===== src/rtl/mux_16_to_1.sv =====
// Registered 16-to-1 single-bit multiplexer with sample enable.
// One 16:1 selection level feeding an async-reset output flop.
module mux_16_to_1 (
    input  logic        clk,
    input  logic        rst,
    input  logic        en,
    input  logic [15:0] datain,
    input  logic [3:0]  select,
    output logic        outd,
    output logic        outd_valid
);

    logic sel_bit;

    // Plain index: X/Z select propagates X in simulation, no masking
    assign sel_bit = datain[select];

    always_ff @(posedge clk or posedge rst) begin
        if (rst) begin
            outd       <= 1'b0;
            outd_valid <= 1'b0;
        end else begin
            outd_valid <= en;
            if (en)
                outd <= sel_bit;
        end
    end

endmodule


===== config.mk =====
export PLATFORM = sky130hd
export DESIGN_NAME = mux_16_to_1
export DESIGN_NICKNAME = d
export VERILOG_FILES = /design/src/rtl/mux_16_to_1.sv
export SDC_FILE = /design/constraint.sdc
export NUM_CORES = 1
export LEC_CHECK = 0
export BUFFER_PORTS_ARGS = -buffer_cell sky130_fd_sc_hd__buf_2
export CAP_MARGIN = 10
export CORE_AREA = 2 2 39 41
export CTS_CLUSTER_DIAMETER = 80
export DETAILED_ROUTE_END_ITERATION = 7
export DIE_AREA = 0 0 41 43
export HOLD_SLACK_MARGIN = 0.08
export PLACE_DENSITY = 0.43
export SYNTH_ARGS = -nofsm -noshare
export SYNTH_HDL_FRONTEND = slang
export SYNTH_SLANG_ARGS = --single-unit

===== constraint.sdc =====
create_clock -name clk -period 0.9 [get_ports clk]
set_input_delay 0.09 -clock clk [delete_from_list [all_inputs] [get_ports clk]]
set_output_delay 0.09 -clock clk [all_outputs]
set_load 0.02 [all_outputs]

## Word-level counts from Yosys, hierarchy flattened

Index checks and enable logic that the tools add are counted.

| word-level totals | value |
|---|---|
| bits in registers | 2 |
| bits in latches | 0 |
| RAM bits | 0 |
| bits in read-only memories | 0 |
| bits of input ports | 23 |
| output and inout port bits | 2 |
| logic and storage cells | 5 |
| memories | 0 |

| operators by class | value |
|---|---|
| add/subtract/negate cells | 0 |
| multiply operators | 0 |
| divide/modulo/power cells | 0 |
| order comparisons | 1 |
| equal/unequal tests | 0 |
| shifts and indexed selects | 0 |
| multiplexer cells | 2 |
| bitwise operators | 0 |
| reductions and logical operators | 0 |

Operators by type and width:

| cell | count |
|---|---|
| less-than comparator 4 x 5 -> 1 bit, second input constant | 1 |
| binary-select mux 1 bit (select 4 bit) | 1 |
| 2-to-1 mux 1 bit | 1 |

## Longest topological paths before layout

| logic depth | value |
|---|---|
| word-level depth | 2 |
| depth in mapped cells | 4 |
| gate-level depth less buffers | 4 |

## Worst setup path after synthesis

OpenSTA, ideal clock, no wires.

| timing | value |
|---|---|
| kind | input port to flip-flop |
| start | in select[0] |
| end | reg outd |
| setup time | 0.125 ns |
| arrival time | 1.055 ns |
| required time | 0.775 ns |
| setup slack | -0.280 ns |
| cell stages on the path | 4 |
| path buffers | 0 |
| cell sequence | mux4_1 > mux2i_1 > mux2i_1 > mux2_4 |

| between the ends | value |
|---|---|
| longest elaborated chain between the ends | 2 |

Ends and longest elaborated chain:

| item | RTL line | RTL |
|---|---|---|
| start, declared | 8 | `input logic [3:0] select,` |
| binary-select mux 1 bit (select 4 bit) | 16 | `assign sel_bit = datain[select];` |
| 2-to-1 mux 1 bit (not written as such) | 16 |  |
| end signal, assigned | 25 | `outd <= sel_bit;` |
| end, declared | 9 | `output logic outd,` |

Every way passes these cells. The select of a mux whose other input is x is not followed.
A chain may end at the register's enable or synchronous reset.

## Worst setup path in the final report

Ends and elaborated chain as after synthesis.

==> key figures <==
Status
  • Run status: finished, violations left
  • Violations in the final reports: setup timing

Global routing
  • Total GRT Usage: 8.17%
  • Total grt overflow: 0
  • First-pass GRT wire length: 890 um
  • Largest net degree at the start of global routing: 5
  • Met3 track demand over resource in global routing: 2.09%
  • Met2 Usage GRT: 11.3%
  • Initial antenna violation count: 0
  • Global Route met1 Usage: 8.50%
  • Via count of the first global-routing pass: 244
  • Most Used Layer, Global Route: met2

Setup path
  • Slowest-stage cell, CP: mux4_2
  • Data arrival time of the worst path: 1.14 ns
  • Ordered cell list for the critical path: buf_8 -> mux4_2 -> mux2i_1 -> mux2i_1 -> mux2_4
  • Crit path kind: in -> reg
  • Crit path required time: 1.00 ns
  • Cell type with the highest occurrence count on the critical path: mux2i_1
  • Type of destination of the critical path: flip-flop
  • Largest fanout on the critical path: 3
  • Critical Path Max Stage Delay: 0.47 ns
  • CP Launch Type: primary input

Timing
  • Worst Tran Pin Value: 0.130 ns
  • Headroom to the max-slew limit: 91.1%
  • Time the final worst path needs with I/O delays and setup: 1.04 ns
  • Maximum operating frequency: 964 MHz
  • Fin crit share: 115%
  • Final clock skew: 0 ns
  • RSZ-0062 raised after global routing: yes
  • Final setup margin: -0.137 ns
  • Setup violation total in the final timing report: 1
  • Hold Violations, Final: 0
  • Post-route worst hold slack: 0.140 ns
  • Max-slew violation count: 0
  • Setup tns final: -0.137 ns

Logic synthesis
  • Mean Syn Cell Area: 18.5 um^2
  • Post-synthesis adder-cell area fraction: 0%
  • Share of flip-flops with an asynchronous set or reset: 100%
  • Combinational family with the most area after synthesis: multiplexers
  • XOR/XNOR share of the synthesized area: 0%
  • Count of mapped cells out of synthesis: 11
  • Main area contributors after synthesis: mux4_1 52%, dfrtp_1 25%, mux2i_1 15%
  • Primary FF master, synth: dfrtp_1
  • Mux contribution to synthesized area: 73.6%
  • Fraction of synthesized cell area taken by the top area cell type: 51.5%
  • Syn Std Cell Area: 204 um^2
  • Number of register bits inferred by synthesis: 2
  • Most frequent cells after synthesis: 4 x mux4_1, 3 x mux2i_1, 2 x dfrtp_1
  • Unique masters post-synth: 5
  • Number of enable-type register cells in the synthesized netlist: 0
  • Sequential fraction of the synthesis area: 24.5%
  • Synthesized net count: 34
  • Post-synthesis compound-gate area fraction: 0%
  • Post-synthesis simple-gate area fraction: 0%
  • Most used standard cell by instance count after synthesis: mux4_1
  • Yosys top cell by area: mux4_1
  • Count of warnings emitted by yosys: 0

Clock tree
  • Number of buffers created by CTS: 3
  • Clk Latency, worst-skew pair: 0.22 ns
  • # H-tree levels: 1
  • Maximum buffer depth of the clock tree: 2
  • Post-CTS Repair Setup Buffers: 0
  • Clock slew at the register clock pins of the worst setup and hold paths: 0.03 ns
  • Clk root buf: clkbuf_4
  • Clock tree from TritonCTS: built
  • Clk sink count: 2

Floorplanning
  • Standard-cell rows: 14
  • Height of the die: 43 um
  • Die width: 41 um
  • Initial standard-cell utilization of the core: 14.7%
  • Number of ports placed on the die boundary: 25
  • DIE AREA: 1760 um^2
  • Core Region: 1380 um^2

Layout
  • Area growth from synthesis to final layout: 99.4%
  • Antenna cells: 0
  • Layout cell share with drive strength beyond 1: 81.0%
  • Fin nets: 67
  • Post-layout instance area: 407 um^2
  • Filler-free cell count of the finished design: 58

Placed design
  • Port Buffer Count: 24
  • Total placed cells including tap cells: 53
  • Total cell area at the placement stage: 344 um^2
  • Final weighted congestion of routability-driven global placement: 0.611

Routing
  • Antenna violation net count after detailed routing: 0
  • Detail-routed via count per cell: 4.00
  • Average wire length per cell after detail routing: 9.86 um
  • DR vias: 232
  • DRC errors left: 0
  • Initial DRC count: 3
  • First-pass detailed-route iteration total: 2
  • Final WL: 572 um

Power
  • Power Density: 1140 nW/um^2
  • Overall power after layout: 0.464 mW
  • Static power due to leakage: 0.213 nW
  • Peak supply drop: 0.000247 V

Job
  • Max Cap Violations: 0

Min path
  • Kind of path behind the tightest hold check: in -> reg
## cell usage in the layout (no fill, tap or decap)
master         instances
dfrtp_1                2
buf_2                 22
mux4_2                 4
mux2i_1                3
buf_4                  2
mux2_4                 1
inv_1                  1
dlygate4sd3_1          2
buf_8                  2
clkbuf_4               3
## power by group
group | total, mW | switching [mW] | internal (mW)
sequential | 0.106 | 0.00440 | 0.102
combinational | 0.166 | 0.0553 | 0.110
clock | 0.192 | 0.0456 | 0.147
total | 0.464 | 0.105 | 0.359
## state kept, by name, indices dropped and copies added, names as in the netlist
| name | cells |
|---|---|
| outd | 1 |
| outd_valid | 1 |
## area by class of cell
type                       instances  area, um^2
multi-input combinational          8         135
sequential                         2        50.0
clock buffer                       3        22.5
timing repair buffer              28         175
fill                             153         977
inverter                           1        3.75
tap                               16        20.0
## cell families (layout without fill, tap and decap cells)
kind of cell | Yosys count | count (layout)
buffers and inverters | 1 | 32
muxes | 8 | 8
DFF | 2 | 2
## per-stage QoR
stage                     setup slack (ns)  util (%)
after floorplan                     -0.227         -
after global placement              -0.445      24.9
after detailed placement            -0.443      24.9
after CTS                           -0.143      29.4
after global routing                -0.205      29.4
final                               -0.137      29.4
## critical path: cells and delay by family
kind	cells	cell delay, ns
buffers and inverters	1	0.08
muxes	4	0.96
## timing repair
action,in CTS,in global routing
hold endpoints to repair,3,0
setup endpoints to repair,1,1
hold buffers,2,0
resized for setup,6,0
cloned,0,0
## routing by layer
layer / vias to the layer above / share of wire (%)
li1: 111 / -
met1: 96 / 35
met2: 25 / 46
met3: 0 / 19
met4: 0 / 0
met5: - / 0
## path summary, 6_finish.rpt
kind | start | endpoint | slack (ns) | depth (start not counted)
max | select[0] | outd$_DFFE_PP0P_ | -0.14 | 5
min | en | outd$_DFFE_PP0P_ | 0.14 | 2
max reg2reg | outd$_DFFE_PP0P_ | outd$_DFFE_PP0P_ | 0.16 | 1
min reg2reg | outd$_DFFE_PP0P_ | outd$_DFFE_PP0P_ | 0.50 | 1
max in group asynchronous | rst | outd_valid$_DFF_PP0_ | 0.52 | 3
min in group asynchronous | rst | outd$_DFFE_PP0P_ | 0.27 | 3
No activity file was read; power rests on OpenSTA's default activity.
